--- src/rtl/mem_port_arbiter_pkg.sv ---
// rtl/mem_port_arbiter_pkg.sv - shared encodings and widths for the I/D memory port arbiter
package mem_port_arbiter_pkg;

    localparam int MPA_WORD_SIZE = 16;

    typedef enum logic [1:0] {
        ST_IDLE   = 2'd0,
        ST_ACCESS = 2'd1,
        ST_RESP   = 2'd2
    } state_t;

    typedef enum logic [1:0] {
        OWN_NONE = 2'd0,
        OWN_I    = 2'd1,
        OWN_D    = 2'd2
    } owner_t;

endpackage

--- src/rtl/arb_priority_select.sv ---
// rtl/arb_priority_select.sv - D-over-I grant policy with optional streak override
// Optional feature macro: STARVATION_GUARD_EN
module arb_priority_select (
    input  logic i_req,
    input  logic d_req,
`ifdef STARVATION_GUARD_EN
    input  logic streak_full,
`endif
    output logic grant_i,
    output logic grant_d
);

    always_comb begin
        grant_d = d_req;
        grant_i = i_req & ~d_req;
`ifdef STARVATION_GUARD_EN
        // D has had its fill of consecutive grants while I waited; let I through once
        if (streak_full && i_req && d_req) begin
            grant_i = 1'b1;
            grant_d = 1'b0;
        end
`endif
    end

endmodule

--- src/rtl/mem_port_arbiter.sv ---
// rtl/mem_port_arbiter.sv - shares one fixed-latency single-port memory between CPU I and D sides
// Optional feature macro: STARVATION_GUARD_EN
module mem_port_arbiter
    import mem_port_arbiter_pkg::*;
#(
    parameter int WORD_SIZE    = MPA_WORD_SIZE,
    parameter int LATENCY      = 2,
    parameter int MAX_D_STREAK = 4
) (
    input  logic                 Clk,
    input  logic                 Reset,
    input  logic                 i_req,
    input  logic [WORD_SIZE-1:0] i_addr,
    output logic                 i_done,
    output logic [WORD_SIZE-1:0] i_rdata,
    input  logic                 d_req,
    input  logic                 d_we,
    input  logic [WORD_SIZE-1:0] d_addr,
    input  logic [WORD_SIZE-1:0] d_wdata,
    output logic                 d_done,
    output logic [WORD_SIZE-1:0] d_rdata,
    output logic                 mem_req,
    output logic                 mem_we,
    output logic [WORD_SIZE-1:0] mem_addr,
    output logic [WORD_SIZE-1:0] mem_wdata,
    input  logic [WORD_SIZE-1:0] mem_rdata,
    output logic                 busy
);

    localparam int CW = $clog2(LATENCY + 1);
    localparam logic [CW-1:0] CNT_LAST = CW'(LATENCY - 1);

    if (LATENCY < 1 || LATENCY > 15 || MAX_D_STREAK < 1) begin : g_bad_params
        $error("mem_port_arbiter: LATENCY must be 1..15 and MAX_D_STREAK at least 1");
    end

    state_t                 state_q, state_d;
    owner_t                 owner_q, owner_d;
    logic [CW-1:0]          cnt_q, cnt_d;
    logic                   mem_we_q, mem_we_d;
    logic [WORD_SIZE-1:0]   mem_addr_q, mem_addr_d;
    logic [WORD_SIZE-1:0]   mem_wdata_q, mem_wdata_d;
    logic [WORD_SIZE-1:0]   i_rdata_q, i_rdata_d;
    logic [WORD_SIZE-1:0]   d_rdata_q, d_rdata_d;
    logic                   grant_i, grant_d;

`ifdef STARVATION_GUARD_EN
    localparam int SW = $clog2(MAX_D_STREAK + 1);

    logic [SW-1:0] d_streak_q, d_streak_d;
    logic          streak_full;

    assign streak_full = (d_streak_q == SW'(MAX_D_STREAK));

    // Only grants made while I is actually waiting count toward the streak
    always_comb begin
        d_streak_d = d_streak_q;
        if (state_q == ST_IDLE) begin
            if (grant_i) begin
                d_streak_d = '0;
            end else if (grant_d) begin
                d_streak_d = i_req ? d_streak_q + SW'(1) : '0;
            end
        end
    end

    always_ff @(posedge Clk) begin
        if (Reset) begin
            d_streak_q <= '0;
        end else begin
            d_streak_q <= d_streak_d;
        end
    end
`endif

    arb_priority_select u_select (
        .i_req       (i_req),
        .d_req       (d_req),
`ifdef STARVATION_GUARD_EN
        .streak_full (streak_full),
`endif
        .grant_i     (grant_i),
        .grant_d     (grant_d)
    );

    always_comb begin
        state_d     = state_q;
        owner_d     = owner_q;
        cnt_d       = cnt_q;
        mem_we_d    = mem_we_q;
        mem_addr_d  = mem_addr_q;
        mem_wdata_d = mem_wdata_q;
        i_rdata_d   = i_rdata_q;
        d_rdata_d   = d_rdata_q;

        case (state_q)
            ST_IDLE: begin
                if (grant_d) begin
                    state_d     = ST_ACCESS;
                    owner_d     = OWN_D;
                    cnt_d       = '0;
                    mem_we_d    = d_we;
                    mem_addr_d  = d_addr;
                    mem_wdata_d = d_wdata;
                end else if (grant_i) begin
                    state_d     = ST_ACCESS;
                    owner_d     = OWN_I;
                    cnt_d       = '0;
                    mem_we_d    = 1'b0;
                    mem_addr_d  = i_addr;
                end
            end
            ST_ACCESS: begin
                if (cnt_q == CNT_LAST) begin
                    state_d  = ST_RESP;
                    // Drop write enable as the access ends so no stray write leaks into RESP
                    mem_we_d = 1'b0;
                    if (owner_q == OWN_I) begin
                        i_rdata_d = mem_rdata;
                    end else if (owner_q == OWN_D && !mem_we_q) begin
                        d_rdata_d = mem_rdata;
                    end
                end else begin
                    cnt_d = cnt_q + CW'(1);
                end
            end
            ST_RESP: begin
                state_d = ST_IDLE;
                owner_d = OWN_NONE;
            end
            default: begin
                state_d = ST_IDLE;
                owner_d = OWN_NONE;
            end
        endcase
    end

    always_ff @(posedge Clk) begin
        if (Reset) begin
            state_q     <= ST_IDLE;
            owner_q     <= OWN_NONE;
            cnt_q       <= '0;
            mem_we_q    <= 1'b0;
            mem_addr_q  <= '0;
            mem_wdata_q <= '0;
            i_rdata_q   <= '0;
            d_rdata_q   <= '0;
        end else begin
            state_q     <= state_d;
            owner_q     <= owner_d;
            cnt_q       <= cnt_d;
            mem_we_q    <= mem_we_d;
            mem_addr_q  <= mem_addr_d;
            mem_wdata_q <= mem_wdata_d;
            i_rdata_q   <= i_rdata_d;
            d_rdata_q   <= d_rdata_d;
        end
    end

    assign mem_req   = (state_q == ST_ACCESS);
    assign busy      = (state_q != ST_IDLE);
    assign i_done    = (state_q == ST_RESP) && (owner_q == OWN_I);
    assign d_done    = (state_q == ST_RESP) && (owner_q == OWN_D);
    assign mem_we    = mem_we_q;
    assign mem_addr  = mem_addr_q;
    assign mem_wdata = mem_wdata_q;
    assign i_rdata   = i_rdata_q;
    assign d_rdata   = d_rdata_q;

endmodule

--- config.mk ---
export PLATFORM = sky130hd
export DESIGN_NAME = mem_port_arbiter
export DESIGN_NICKNAME = d
export VERILOG_FILES = /design/src/rtl/mem_port_arbiter_pkg.sv /design/src/rtl/arb_priority_select.sv /design/src/rtl/mem_port_arbiter.sv
export SDC_FILE = /design/constraint.sdc
export NUM_CORES = 1
export LEC_CHECK = 0
export CAP_MARGIN = 30
export CORE_MARGIN = 1.5
export CORE_UTILIZATION = 30
export DETAILED_ROUTE_END_ITERATION = 7
export DONT_BUFFER_PORTS = 1
export SKIP_CTS_REPAIR_TIMING = 1
export SKIP_LAST_GASP = 1
export SYNTH_ARGS = -nofsm -noshare
export SYNTH_HDL_FRONTEND = slang
export SYNTH_HIERARCHICAL = 1
export SYNTH_SLANG_ARGS = --single-unit
--- constraint.sdc ---
create_clock -name Clk -period 3.4 [get_ports Clk]
set_input_delay 0.68 -clock Clk [delete_from_list [all_inputs] [get_ports Clk]]
set_output_delay 0.68 -clock Clk [all_outputs]
set_load 0.02 [all_outputs]
Word-level counts from Yosys, hierarchy flattened --
Index checks and enable logic that the tools add are counted.
Storage, ports and cells: register bits after elaboration 71, word-level logic and storage cells 53, input port bits 69, output and inout bits 69
Operators by class: reductions and logical operators 16, add/sub/neg operators 1, mux-type cells 16, bitwise operators 4, eq/ne operators 8
Operator list (count):
- $mux 16 | 2
- $mux 2 | 7
- $pmux 2 s2 | 3
- $reduce_and 3->1 | 3
- $reduce_and 2->1 | 4
- $eq 2x1->1 const B | 3
- $reduce_bool 2->1 | 3
- $eq 2x2->1 const B | 2
- $reduce_and 4->1 | 1
- $logic_and 1x1->1 | 3
- $mux 1 | 3
- $ne 3x3->1 const B | 1
- $not 1->1 | 3
- $add 2x1->2 const B | 1
- $logic_not 2->1 | 1
- $ne 2x1->1 const B | 1
- $ne 2x2->1 const B | 1
- $pmux 1 s2 | 1
- $and 1x1->1 | 1
- $logic_not 1->1 | 1

Longest topological paths before layout --
Gate-level depths: netlist of run 1.
word-level depth 5, mapped depth 7, depth with buffers taken out 5

By module --
Netlist of run 1, hierarchy kept.
By module, submodules not included:
- mem_port_arbiter | area an instance 3007.9 um^2, cells an instance 328, sequential area each 1421.4 um^2, instances 1
- arb_priority_select | area an instance 21.3 um^2, cells an instance 2, sequential area each 0.0 um^2, instances 1

Least setup slack after synthesis of run 1 --
OpenSTA, ideal clock, no wires.
path kind input port to flip-flop, start point in d_req, end point reg mem_wdata_q[6] (netlist: mem_wdata[6]), cell stages on the path 6, path slack 1650 ps, data required time 3268 ps, path buffers 3, data arrival time 1618 ps, library setup time 132 ps, cells stage by stage buf_4 > or3b_2 > clkbuf_1 > buf_6 > nand2_1 > a21oi_1
Between the ends: longest elaborated chain between the ends 1
Ends and longest elaborated chain:
- start: declaration | line mem_port_arbiter.sv:16 | input logic d_req,
- $reduce_and 2->1 (no source line)
- end signal: assignment | line mem_port_arbiter.sv:154 | mem_wdata_q <= mem_wdata_d;
- end: declaration | line mem_port_arbiter.sv:42 | logic [WORD_SIZE-1:0] mem_wdata_q, mem_wdata_d;
No other way between the ends. A chain may end at the register's enable or synchronous reset.

Final worst setup path of run 1 --
start point reg owner_q[1], end point out i_done
Between the ends: longest elaborated chain between the ends 2
Ends and longest elaborated chain:
- start: declaration | line mem_port_arbiter.sv:38 | owner_t owner_q, owner_d;
- start signal: assignment | line mem_port_arbiter.sv:150 | owner_q <= owner_d;
- $eq 2x1->1 | line mem_port_arbiter.sv:162 | assign i_done = (state_q == ST_RESP) && (owner_q == OWN_I);
- $logic_and 1x1->1 | line mem_port_arbiter.sv:162
- end: declaration | line mem_port_arbiter.sv:14 | output logic i_done,
No other way between the ends.

==> report_table.html, run 1 <==
<table>
<tr><th>Metric</th><th>Value</th></tr>
<tr><th colspan="2">Status</th></tr>
<tr><td>Status</td><td>complete, no violations</td></tr>
<tr><th colspan="2">Yosys</th></tr>
<tr><td>Proportion of synthesized flip-flops having asynchronous set or reset</td><td>0</td></tr>
<tr><td>Synthesized instance count</td><td>330</td></tr>
<tr><td>Primary FF master, synth</td><td>sky130_fd_sc_hd__dfxtp_1</td></tr>
<tr><td>Synth cell count leaders</td><td>sky130_fd_sc_hd__dfxtp_1 (71), sky130_fd_sc_hd__nand2b_1 (36), sky130_fd_sc_hd__a21oi_1 (33), sky130_fd_sc_hd__o21ai_0 (33)</td></tr>
<tr><td>Cell accounting for the most synthesized area</td><td>sky130_fd_sc_hd__dfxtp_1</td></tr>
<tr><td>Count of flip-flops with a built-in enable after synthesis</td><td>0</td></tr>
<tr><td>Unique masters post-synth</td><td>33</td></tr>
<tr><td>Synth Warn #</td><td>6</td></tr>
<tr><td>Mapped Nets</td><td>400</td></tr>
<tr><td>Sequential cell area fraction in the yosys report</td><td>0.4692</td></tr>
<tr><td>Most common cell in the netlist</td><td>sky130_fd_sc_hd__dfxtp_1</td></tr>
<tr><td>Syn_area_per_cell</td><td>9.179 µm²</td></tr>
<tr><td>Seq cells post-synth</td><td>71</td></tr>
<tr><td>Area share of the largest cell type after synthesis</td><td>0.4692</td></tr>
<tr><td>Dominant cells by area after synthesis</td><td>sky130_fd_sc_hd__dfxtp_1 (47%), sky130_fd_sc_hd__mux2i_1 (11%), sky130_fd_sc_hd__nand2b_1 (7.4%), sky130_fd_sc_hd__a21oi_1 (5.5%), sky130_fd_sc_hd__o21ai_0 (5.5%)</td></tr>
<tr><td>Mapped Area</td><td>3029 µm²</td></tr>
<tr><th colspan="2">Layout</th></tr>
<tr><td>Storage cell area</td><td>1421 µm²</td></tr>
<tr><td>Area occupied by multi-input gates</td><td>1439 µm²</td></tr>
<tr><td>Share of layout cells above drive strength 1</td><td>0.08777</td></tr>
<tr><td>Final-layout fill cell count</td><td>1036</td></tr>
<tr><td>Layout Area Growth over Synthesis</td><td>8.385%</td></tr>
<tr><td>Number of antenna diodes</td><td>0</td></tr>
<tr><td>Post-route cell area</td><td>3283 µm²</td></tr>
<tr><td># nets final</td><td>384</td></tr>
<tr><td>Fin cells</td><td>452</td></tr>
<tr><th colspan="2">Clock network</th></tr>
<tr><td>Clock transition at path regs</td><td>0.08 ns</td></tr>
<tr><td>Number of CTS-inserted buffers</td><td>9</td></tr>
<tr><td>TritonCTS Sinks</td><td>71</td></tr>
<tr><td>Clock tree from TritonCTS</td><td>built</td></tr>
<tr><td>Insertion delay of the later-clocked pin in the worst-skew pair</td><td>0.35 ns</td></tr>
<tr><td>Bufs on Longest Clock Path</td><td>2</td></tr>
<tr><td>Buffer type at the clock tree root</td><td>sky130_fd_sc_hd__clkbuf_8</td></tr>
<tr><td># H-tree levels</td><td>3</td></tr>
<tr><th colspan="2">Timing</th></tr>
<tr><td>Setup repair after global routing missed its margin</td><td>false</td></tr>
<tr><td>Final WS setup</td><td>1.200 ns</td></tr>
<tr><td>Slew @ Worst Pin</td><td>1.011 ns</td></tr>
<tr><td>Largest clock skew in the final design</td><td>0.009997 ns</td></tr>
<tr><td>Upper clock frequency limit</td><td>0.4546 GHz</td></tr>
<tr><td>Slew HR</td><td>0.3231</td></tr>
<tr><td>Post-Route Setup TNS</td><td>0 ns</td></tr>
<tr><td>Setup violations, final</td><td>0</td></tr>
<tr><td>Crit path time final</td><td>2.200 ns</td></tr>
<tr><td>Final number of max-transition violations</td><td>0</td></tr>
<tr><td>Part of the cycle the worst path needs</td><td>0.6470</td></tr>
<tr><td>Number of hold-slack violations in the final timing report</td><td>0</td></tr>
<tr><th colspan="2">Floorplan</th></tr>
<tr><td>DIE AREA</td><td>10710 µm²</td></tr>
<tr><td>Chip width</td><td>103.5 µm</td></tr>
<tr><td>Height of the chip</td><td>103.5 µm</td></tr>
<tr><td>Number of ports placed on the die boundary</td><td>138</td></tr>
<tr><td>Starting density of the core</td><td>0.3099</td></tr>
<tr><td>Core area</td><td>9774 µm²</td></tr>
<tr><td>Floorplan row count</td><td>36</td></tr>
<tr><th colspan="2">Placed design</th></tr>
<tr><td>Placed standard-cell area</td><td>3045 µm²</td></tr>
<tr><td>Cell total after placement</td><td>435</td></tr>
<tr><td>Number of buffer cells added on primary ports</td><td>0</td></tr>
<tr><td>Half-perimeter wire length after detailed placement</td><td>4.681 mm</td></tr>
<tr><td>Routability congestion estimate</td><td>0.7443</td></tr>
<tr><td>Pre-CTS setup slack</td><td>1.408 ns</td></tr>
<tr><th colspan="2">Worst setup path</th></tr>
<tr><td>Kind of end point of the critical path</td><td>primary output</td></tr>
<tr><td>Critical Path Start Type</td><td>flip-flop</td></tr>
<tr><td>Beginning of the worst register-to-register path</td><td>cnt_q[1]</td></tr>
<tr><td>Endpoint of the lowest-slack register-to-register path</td><td>d_rdata[4]</td></tr>
<tr><td>Setup slack of the most critical reg-to-reg path</td><td>1.73 ns</td></tr>
<tr><td>Crit path to</td><td>i_done</td></tr>
<tr><td>Startpoint of the worst setup timing path</td><td>owner_q[1]</td></tr>
<tr><td>Critical path data arrival time</td><td>1.52 ns</td></tr>
<tr><td>Maximum fanout encountered on the critical timing path</td><td>18</td></tr>
<tr><td>Startpoint-to-endpoint class of the critical path</td><td>reg -&gt; out</td></tr>
<tr><td>Critical Path RT</td><td>2.72 ns</td></tr>
<tr><td>Worst reg-to-reg path cell count</td><td>5</td></tr>
<tr><th colspan="2">Job</th></tr>
<tr><td>Reported max-cap violation count</td><td>0</td></tr>
<tr><th colspan="2">Route</th></tr>
<tr><td>Pre-Repair DR Iteration Count</td><td>4</td></tr>
<tr><td>Total via count after detailed routing</td><td>2226</td></tr>
<tr><td>Routed len/inst</td><td>15.27 µm</td></tr>
<tr><td>DRC marker count from the first detailed-route iteration</td><td>58</td></tr>
<tr><td>Vias per std cell</td><td>4.925</td></tr>
<tr><td>Post-detailed-route count of antenna-violating nets</td><td>0</td></tr>
<tr><td>Total Wirelength</td><td>6.904 mm</td></tr>
<tr><td># DRC</td><td>0</td></tr>
<tr><th colspan="2">Power and ir drop</th></tr>
<tr><td>Leakage power</td><td>1.215 nW</td></tr>
<tr><td>Power per cell area</td><td>572.9 nW/µm²</td></tr>
<tr><td>Worst ir drop on vdd</td><td>174.3 µV</td></tr>
<tr><th colspan="2">GRT</th></tr>
<tr><td>Initial antenna violation count</td><td>0</td></tr>
<tr><td>Largest net degree at the start of global routing</td><td>90</td></tr>
<tr><td>Overall track demand over capacity in global routing</td><td>0.1266</td></tr>
<tr><td>Vias in the first global route</td><td>1963</td></tr>
<tr><td>Overflow after GRT</td><td>0</td></tr>
<tr><td>First-pass GRT wire length</td><td>10.18 mm</td></tr>
<tr><th colspan="2">Worst hold path</th></tr>
<tr><td>Worst min path class</td><td>in -&gt; reg</td></tr>
</table>
[metal layers]
metal / GRT usage / part of all wire
met5: 0 / 0
met3: 0.04973 / 0.098
met4: 0.05613 / 0.013
met2: 0.1895 / 0.44
met1: 0.1609 / 0.45
[metrics by stage]
| stage | hold slack, ns | power, mW | util |
|---|---|---|---|
| floorplan | 0.4481 | 1.119 | - |
| global route | 0.3684 | 1.986 | 0.3359 |
| finish | 0.4120 | 1.881 | 0.3359 |
| detailed placement | 0.4864 | 1.134 | 0.3116 |
| global placement | 0.4679 | 1.129 | 0.3116 |
| CTS | 0.3818 | 1.912 | 0.3347 |
[where the power goes]
part           switching, mW  internal (mW)
clock network          0.348          0.422
logic                 0.0900         0.0652
registers             0.0800          0.875
[worst min-delay path by stage]
stage,startpoint,endpoint,slack [ns],cells past startpoint
final,Reset,mem_wdata[10],0.41,1
after global routing,Reset,mem_wdata[15],0.37,1
after CTS,Reset,mem_wdata[13],0.38,1
after detailed placement,cnt_q[1],cnt_q[1],0.49,2
after global placement,owner_q[0],owner_q[0],0.47,2
after floorplan,cnt_q[1],cnt_q[1],0.45,2
[final cells by class]
class                           count  area share
Timing Repair Buffer                2    0.005716
Multi-Input combinational cell    227      0.4383
Tap cell                          133     0.05069
Sequential cell                    71      0.4329
Inverter                            3    0.003430
Clock buffer                        9     0.03773
Clock inverter                      7     0.03125
[layout by cell type, fill, tap and decap left out, types with 2 or more instances in the layout]
| cell | n |
|---|---|
| sky130_fd_sc_hd__dfxtp_1 | 71 |
| sky130_fd_sc_hd__nand2b_1 | 36 |
| sky130_fd_sc_hd__inv_6 | 3 |
| sky130_fd_sc_hd__or3b_2 | 2 |
| sky130_fd_sc_hd__a21oi_1 | 33 |
| sky130_fd_sc_hd__nand2_1 | 32 |
| sky130_fd_sc_hd__mux2i_1 | 32 |
| sky130_fd_sc_hd__nor2b_1 | 18 |
| sky130_fd_sc_hd__o21ai_1 | 2 |
| sky130_fd_sc_hd__clkbuf_8 | 9 |
| sky130_fd_sc_hd__o21ai_0 | 33 |
| sky130_fd_sc_hd__or3_1 | 3 |
| sky130_fd_sc_hd__bufinv_16 | 2 |
| sky130_fd_sc_hd__nor2_1 | 4 |
| sky130_fd_sc_hd__a211oi_1 | 16 |
| sky130_fd_sc_hd__inv_1 | 3 |
| sky130_fd_sc_hd__or2_2 | 2 |
[registers in the layout, summed over array words and instances (netlist names)]
name	cells
i_rdata	16
state_q	2
mem_we	1
d_rdata	16
mem_wdata	16
mem_addr	16
owner_q	2
cnt_q	2
[cell families (layout without fill, tap and decap cells)]
| kind of cell | count (synthesis) | in the layout | synth area share |
|---|---|---|---|
| multiplexers | 32 | 32 | 0.1057 |
| AO/OA/AOI/OAI | 87 | 87 | 0.1603 |
| flip-flops | 71 | 71 | 0.4692 |
| adder cells (fa/ha/maj) | 1 | 1 | 0.004130 |
| AND/OR/NAND/NOR | 107 | 107 | 0.2032 |
| buffers and inverters | 32 | 21 | 0.05741 |
[critical path, stage by stage (launching register included)]
cell	delay, ns
sky130_fd_sc_hd__dfxtp_1	0.32
sky130_fd_sc_hd__nand2b_1	0.38
sky130_fd_sc_hd__nor2_1	0.47
(Power assumes the default switching activity.)
==> run 2, diff against run 1 <==
Clock period 3.4 ns to 2 ns, I/O delays scaled along.
==> report_table.html, run 2 (synthesis gave the netlist of run 1 again) <==
<table>
<tr><th>Metric</th><th>Value</th></tr>
<tr><th colspan="2">Status</th></tr>
<tr><td>Status</td><td>complete, no violations</td></tr>
<tr><th colspan="2">Clock network</th></tr>
<tr><td>Insertion delay of the later-clocked pin in the worst-skew pair</td><td>0.34 ns</td></tr>
<tr><td>Clock tree from TritonCTS</td><td>built</td></tr>
<tr><td>Buffer type at the clock tree root</td><td>sky130_fd_sc_hd__clkbuf_8</td></tr>
<tr><td>Bufs on Longest Clock Path</td><td>2</td></tr>
<tr><td>Number of CTS-inserted buffers</td><td>9</td></tr>
<tr><td>TritonCTS Sinks</td><td>71</td></tr>
<tr><td>Clock transition at path regs</td><td>0.07 ns</td></tr>
<tr><td># H-tree levels</td><td>3</td></tr>
<tr><th colspan="2">Worst setup path</th></tr>
<tr><td>Buffer and inverter count on the worst path</td><td>0</td></tr>
<tr><td>Slowest stage cell, crit path</td><td>sky130_fd_sc_hd__dfxtp_1</td></tr>
<tr><td>Slowest stage delay, CP</td><td>0.49 ns</td></tr>
<tr><td>Critical Path Start Type</td><td>flip-flop</td></tr>
<tr><td>Critical Path RT</td><td>1.60 ns</td></tr>
<tr><td>Critical path data arrival time</td><td>1.48 ns</td></tr>
<tr><td>Maximum fanout encountered on the critical timing path</td><td>9</td></tr>
<tr><td>Kind of end point of the critical path</td><td>primary output</td></tr>
<tr><td>Startpoint-to-endpoint class of the critical path</td><td>reg -&gt; out</td></tr>
<tr><td>Worst reg-to-reg path cell count</td><td>4</td></tr>
<tr><td>Cell type group with the largest total delay on the critical path</td><td>simple AND/OR/NAND/NOR gates</td></tr>
<tr><td>Critical-path cell list</td><td>or2b_1, nor2_1</td></tr>
<tr><td>Stages on worst setup path</td><td>2</td></tr>
<tr><th colspan="2">Timing</th></tr>
<tr><td>Part of the cycle the worst path needs</td><td>0.9377</td></tr>
<tr><td>Setup repair after global routing missed its margin</td><td>false</td></tr>
<tr><td>Slew @ Worst Pin</td><td>0.4286 ns</td></tr>
<tr><td>Post-Route Setup TNS</td><td>0 ns</td></tr>
<tr><td>Number of hold-slack violations in the final timing report</td><td>0</td></tr>
<tr><td>Upper clock frequency limit</td><td>0.5332 GHz</td></tr>
<tr><td>Largest clock skew in the final design</td><td>0.006764 ns</td></tr>
<tr><td>Final number of max-transition violations</td><td>0</td></tr>
<tr><td>Crit path time final</td><td>1.875 ns</td></tr>
<tr><td>Setup violations, final</td><td>0</td></tr>
<tr><td>Slew HR</td><td>0.7136</td></tr>
<tr><th colspan="2">Placed design</th></tr>
<tr><td>Half-perimeter wire length after detailed placement</td><td>4.771 mm</td></tr>
<tr><td>Routability congestion estimate</td><td>0.7315</td></tr>
<tr><td>Cell total after placement</td><td>440</td></tr>
<tr><td>Number of buffer cells added on primary ports</td><td>0</td></tr>
<tr><th colspan="2">Power and ir drop</th></tr>
<tr><td>Total internal power</td><td>2.117 mW</td></tr>
<tr><td>Sequential cell fraction of total power</td><td>0.553</td></tr>
<tr><td>Switch share</td><td>0.2802</td></tr>
<tr><td>Part of the power in the clock network</td><td>0.354</td></tr>
<tr><td>Proportion of power drawn by combinational gates</td><td>0.093</td></tr>
<tr><td>Net switching power figure</td><td>824.1 µW</td></tr>
<tr><td>Power per cell area</td><td>902.6 nW/µm²</td></tr>
<tr><td>Worst ir drop on vdd</td><td>293.8 µV</td></tr>
<tr><td>Leakage power</td><td>1.219 nW</td></tr>
<tr><td>Post-layout power</td><td>2.941 mW</td></tr>
<tr><th colspan="2">Route</th></tr>
<tr><td>Total Wirelength</td><td>7.002 mm</td></tr>
<tr><td># DRC</td><td>0</td></tr>
<tr><td>Routed len/inst</td><td>15.36 µm</td></tr>
<tr><td>Vias per std cell</td><td>4.877</td></tr>
<tr><td>Total via count after detailed routing</td><td>2224</td></tr>
<tr><td>DRC marker count from the first detailed-route iteration</td><td>46</td></tr>
<tr><td>Post-detailed-route count of antenna-violating nets</td><td>0</td></tr>
<tr><td>Pre-Repair DR Iteration Count</td><td>4</td></tr>
<tr><th colspan="2">GRT</th></tr>
<tr><td>Overall track demand over capacity in global routing</td><td>0.1285</td></tr>
<tr><td>Initial antenna violation count</td><td>0</td></tr>
<tr><td>Largest net degree at the start of global routing</td><td>90</td></tr>
<tr><td>First-pass GRT wire length</td><td>10.38 mm</td></tr>
<tr><td>Vias in the first global route</td><td>1994</td></tr>
<tr><td>Overflow after GRT</td><td>0</td></tr>
<tr><th colspan="2">Layout</th></tr>
<tr><td>Layout Utilization</td><td>0.3333</td></tr>
<tr><td>Number of antenna diodes</td><td>0</td></tr>
<tr><td># nets final</td><td>388</td></tr>
<tr><td>Commonest non-fill, non-tap cell in the layout</td><td>sky130_fd_sc_hd__dfxtp_1</td></tr>
<tr><td>Most used cells in the layout excluding fill and tap cells</td><td>sky130_fd_sc_hd__dfxtp_1 (71), sky130_fd_sc_hd__nand2b_1 (36), sky130_fd_sc_hd__o21ai_0 (33), sky130_fd_sc_hd__a21oi_1 (33)</td></tr>
<tr><td>Share of layout cells above drive strength 1</td><td>0.09598</td></tr>
<tr><td>Layout Area Growth over Synthesis</td><td>7.559%</td></tr>
<tr><td>Fin cells</td><td>456</td></tr>
<tr><th colspan="2">Worst hold path</th></tr>
<tr><td>Worst min path class</td><td>in -&gt; reg</td></tr>
<tr><td>Depth of the worst hold-timing path</td><td>1</td></tr>
<tr><th colspan="2">Floorplan</th></tr>
<tr><td>Chip width</td><td>103.5 µm</td></tr>
<tr><td>Floorplan row count</td><td>36</td></tr>
<tr><td>Height of the chip</td><td>103.5 µm</td></tr>
<tr><td>Number of ports placed on the die boundary</td><td>138</td></tr>
<tr><td>Starting density of the core</td><td>0.3099</td></tr>
<tr><td>Core area</td><td>9774 µm²</td></tr>
<tr><td>DIE AREA</td><td>10710 µm²</td></tr>
<tr><th colspan="2">Job</th></tr>
<tr><td>Reported max-cap violation count</td><td>0</td></tr>
</table>
-- run 2: cell type report --
class	instances	area [µm²]
Fill cell	1029	6516
Timing Repair Buffer	6	45.04
Clock inverter	4	20.02
Sequential cell	71	1421
Tap cell	133	166.4
Multi-Input combinational cell	227	1439
Inverter	3	11.26
Clock buffer	12	155.1
-- run 2: power groups by stage --
stage               combinational (mW)  clock, mW  sequential, mW
floorplan                        0.267          0            1.64
global placement                 0.271          0            1.66
detailed placement               0.279          0            1.66
CTS                              0.279       1.09            1.63
global route                     0.310       1.15            1.64
finish                           0.274       1.04            1.63
-- run 2: worst register-to-register path, stage by stage, from the launching register on --
cell	delay [ns]
sky130_fd_sc_hd__dfxtp_1	0.37
sky130_fd_sc_hd__ha_1	0.25
sky130_fd_sc_hd__nand3b_4	0.21
sky130_fd_sc_hd__or3_1	0.54
sky130_fd_sc_hd__mux2i_1	0.17
-- run 2: worst paths after layout --
path | start | endpoint | slack (ns)
setup / recovery | state_q[1] | i_done | 0.12
hold / removal | Reset | mem_wdata[10] | 0.14
setup reg to reg | cnt_q[0] | d_rdata[2] | 0.35
hold reg to reg | cnt_q[1] | cnt_q[1] | 0.48
-- run 2: metrics by stage --
stage                     worst slack [ns]  area, µm²  hold WS (ns)
after floorplan                     0.5295       3029        0.4481
after global placement              0.4216       3083        0.4662
after detailed placement            0.3664       3083        0.4714
after CTS                           0.1018       3258        0.1041
after global routing              0.007800       3258        0.1002
final                               0.1246       3258        0.1353
-- run 2: layer usage --
metal | global-route usage | share of wire | up-vias
li1 | - | - | 1090
met5 | 0 | 0 | -
met1 | 0.1542 | 0.44 | 1027
met2 | 0.1976 | 0.45 | 100
met4 | 0.07173 | 0.011 | 0
met3 | 0.04906 | 0.10 | 7
==> run 3, diff against run 2 <==
Settings changed: HOLD_SLACK_MARGIN set to 0.06.
Clock period 2 ns to 2.15 ns, I/O delays scaled along.
==> report_table.html, run 3 (synthesis gave the netlist of run 1 again) <==
<table>
<tr><th>Metric</th><th>Value</th></tr>
<tr><th colspan="2">Worst setup path</th></tr>
<tr><td>Kind of end point of the critical path</td><td>primary output</td></tr>
<tr><td>Endpoint of the lowest-slack register-to-register path</td><td>d_rdata[0]</td></tr>
<tr><td>Critical Path RT</td><td>1.72 ns</td></tr>
<tr><td>Slowest stage cell, crit path</td><td>sky130_fd_sc_hd__nor2_1</td></tr>
<tr><td>Setup slack of the most critical reg-to-reg path</td><td>0.52 ns</td></tr>
<tr><td>Critical-path cell list</td><td>nand2b_1, nor2_1</td></tr>
<tr><td>Critical path data arrival time</td><td>1.53 ns</td></tr>
<tr><td>Maximum fanout encountered on the critical timing path</td><td>18</td></tr>
<tr><td>Startpoint-to-endpoint class of the critical path</td><td>reg -&gt; out</td></tr>
<tr><td>Crit path to</td><td>i_done</td></tr>
<tr><td>Slowest stage delay, CP</td><td>0.47 ns</td></tr>
<tr><td>Beginning of the worst register-to-register path</td><td>cnt_q[1]</td></tr>
<tr><td>Worst reg-to-reg path cell count</td><td>5</td></tr>
<tr><td>Startpoint of the worst setup timing path</td><td>owner_q[1]</td></tr>
<tr><td>Critical Path Start Type</td><td>flip-flop</td></tr>
<tr><th colspan="2">Timing</th></tr>
<tr><td>Final WS setup</td><td>0.1893 ns</td></tr>
<tr><td>Setup violations, final</td><td>0</td></tr>
<tr><td>Slew HR</td><td>0.6278</td></tr>
<tr><td>Crit path time final</td><td>1.961 ns</td></tr>
<tr><td>Largest clock skew in the final design</td><td>0.004777 ns</td></tr>
<tr><td>Setup repair after global routing missed its margin</td><td>false</td></tr>
<tr><td>Upper clock frequency limit</td><td>0.5100 GHz</td></tr>
<tr><td>Part of the cycle the worst path needs</td><td>0.9119</td></tr>
<tr><td>Final number of max-transition violations</td><td>0</td></tr>
<tr><td>Slew @ Worst Pin</td><td>0.5583 ns</td></tr>
<tr><td>Post-Route Setup TNS</td><td>0 ns</td></tr>
<tr><td>Number of hold-slack violations in the final timing report</td><td>0</td></tr>
<tr><th colspan="2">Placed design</th></tr>
<tr><td>Placed standard-cell area</td><td>3068 µm²</td></tr>
<tr><td>Routability congestion estimate</td><td>0.7349</td></tr>
<tr><td>Half-perimeter wire length after detailed placement</td><td>4.704 mm</td></tr>
<tr><td>Pre-CTS setup slack</td><td>0.5104 ns</td></tr>
<tr><td>Number of buffer cells added on primary ports</td><td>0</td></tr>
<tr><th colspan="2">Floorplan</th></tr>
<tr><td>Floorplan row count</td><td>36</td></tr>
<tr><td>Number of ports placed on the die boundary</td><td>138</td></tr>
<tr><td>Chip width</td><td>103.5 µm</td></tr>
<tr><td>DIE AREA</td><td>10710 µm²</td></tr>
<tr><td>Starting density of the core</td><td>0.3099</td></tr>
<tr><td>Core area</td><td>9774 µm²</td></tr>
<tr><td>Height of the chip</td><td>103.5 µm</td></tr>
<tr><th colspan="2">GRT</th></tr>
<tr><td>Overflow after GRT</td><td>0</td></tr>
<tr><td>Largest net degree at the start of global routing</td><td>90</td></tr>
<tr><td>Vias in the first global route</td><td>2015</td></tr>
<tr><td>First-pass GRT wire length</td><td>9.977 mm</td></tr>
<tr><td>Overall track demand over capacity in global routing</td><td>0.1250</td></tr>
<tr><td>Initial antenna violation count</td><td>0</td></tr>
<tr><th colspan="2">Layout</th></tr>
<tr><td>Final-layout fill cell count</td><td>1042</td></tr>
<tr><td>Storage cell area</td><td>1421 µm²</td></tr>
<tr><td>Layout Area Growth over Synthesis</td><td>6.774%</td></tr>
<tr><td>Commonest non-fill, non-tap cell in the layout</td><td>sky130_fd_sc_hd__dfxtp_1</td></tr>
<tr><td>Post-route cell area</td><td>3234 µm²</td></tr>
<tr><td>Share of layout cells above drive strength 1</td><td>0.07862</td></tr>
<tr><td>Layout Utilization</td><td>0.3309</td></tr>
<tr><td>Area occupied by multi-input gates</td><td>1439 µm²</td></tr>
<tr><td>Number of antenna diodes</td><td>0</td></tr>
<tr><td># nets final</td><td>386</td></tr>
<tr><td>Most used cells in the layout excluding fill and tap cells</td><td>sky130_fd_sc_hd__dfxtp_1 (71), sky130_fd_sc_hd__nand2b_1 (36), sky130_fd_sc_hd__o21ai_0 (33), sky130_fd_sc_hd__a21oi_1 (33)</td></tr>
<tr><th colspan="2">Power and ir drop</th></tr>
<tr><td>Leakage power</td><td>1.199 nW</td></tr>
<tr><td>Power per cell area</td><td>848.2 nW/µm²</td></tr>
<tr><td>Worst ir drop on vdd</td><td>326.0 µV</td></tr>
<tr><th colspan="2">Clock network</th></tr>
<tr><td>TritonCTS Sinks</td><td>71</td></tr>
<tr><td># H-tree levels</td><td>3</td></tr>
<tr><td>Number of CTS-inserted buffers</td><td>9</td></tr>
<tr><td>Clock tree from TritonCTS</td><td>built</td></tr>
<tr><td>Buffer type at the clock tree root</td><td>sky130_fd_sc_hd__clkbuf_8</td></tr>
<tr><td>Clock transition at path regs</td><td>0.07 ns</td></tr>
<tr><td>Insertion delay of the later-clocked pin in the worst-skew pair</td><td>0.34 ns</td></tr>
<tr><td>Bufs on Longest Clock Path</td><td>2</td></tr>
<tr><th colspan="2">Route</th></tr>
<tr><td>Routed len/inst</td><td>15.33 µm</td></tr>
<tr><td>Total Wirelength</td><td>6.914 mm</td></tr>
<tr><td>Vias per std cell</td><td>4.953</td></tr>
<tr><td>Total via count after detailed routing</td><td>2234</td></tr>
<tr><td>Post-detailed-route count of antenna-violating nets</td><td>0</td></tr>
<tr><td>DRC marker count from the first detailed-route iteration</td><td>60</td></tr>
<tr><td>Pre-Repair DR Iteration Count</td><td>4</td></tr>
<tr><td># DRC</td><td>0</td></tr>
<tr><th colspan="2">Status</th></tr>
<tr><td>Status</td><td>complete, no violations</td></tr>
<tr><th colspan="2">Worst hold path</th></tr>
<tr><td>Hold path startpoint</td><td>Reset</td></tr>
<tr><td>Worst min path class</td><td>in -&gt; reg</td></tr>
<tr><th colspan="2">Job</th></tr>
<tr><td>Reported max-cap violation count</td><td>0</td></tr>
</table>
run 3: cell types whose count changed in the layout (fill, tap and decap cells not counted):
cell	delta
sky130_fd_sc_hd__clkbuf_8	-2
sky130_fd_sc_hd__clkbuf_1	+1
sky130_fd_sc_hd__clkinv_2	-3
sky130_fd_sc_hd__bufinv_16	+1
sky130_fd_sc_hd__buf_4	-2
run 3: worst min path at each step:
stage / end / depth (start not counted)
after CTS: mem_wdata[11] / 1
after detailed placement: owner_q[0] / 2
final: mem_wdata[7] / 1
after global routing: state_q[0] / 1
after global placement: owner_q[0] / 2
after floorplan: cnt_q[1] / 2
run 3: worst max-delay path, delay by kind of cell, from the launching register on:
family,cells,cell delay (ns)
DFF,1,0.32
and+or+nand+nor,2,0.87
run 3: power breakdown:
part           switching (mW)  internal [mW]
sequential              0.127           1.39
combinational           0.144          0.108
clock                   0.463          0.516
run 3: final cells by class:
class | instances | area share
inverter | 3 | 0.003482
sequential | 71 | 0.4395
timing repair buffer | 4 | 0.009284
clock buffer | 11 | 0.04062
clock inverter | 2 | 0.01083
tap | 133 | 0.05145
multi-input combinational | 227 | 0.4449
run 3: through the flow:
| stage | instances | total power [mW] | hold WS (ns) |
|---|---|---|---|
| CTS | 451 | 2.786 | 0.1391 |
| floorplan | 330 | 1.770 | 0.4481 |
| global placement | 438 | 1.792 | 0.4631 |
| finish | 451 | 2.743 | 0.1642 |
| global route | 451 | 2.881 | 0.1362 |
| detailed placement | 438 | 1.799 | 0.4734 |
run 3: routing by layer:
layer	GRT usage	share of wire	vias to the layer above
li1	-	-	1088
met1	0.1521	0.43	1031
met2	0.1921	0.44	105
met3	0.04167	0.11	10
met4	0.07380	0.022	0
met5	0	0	-
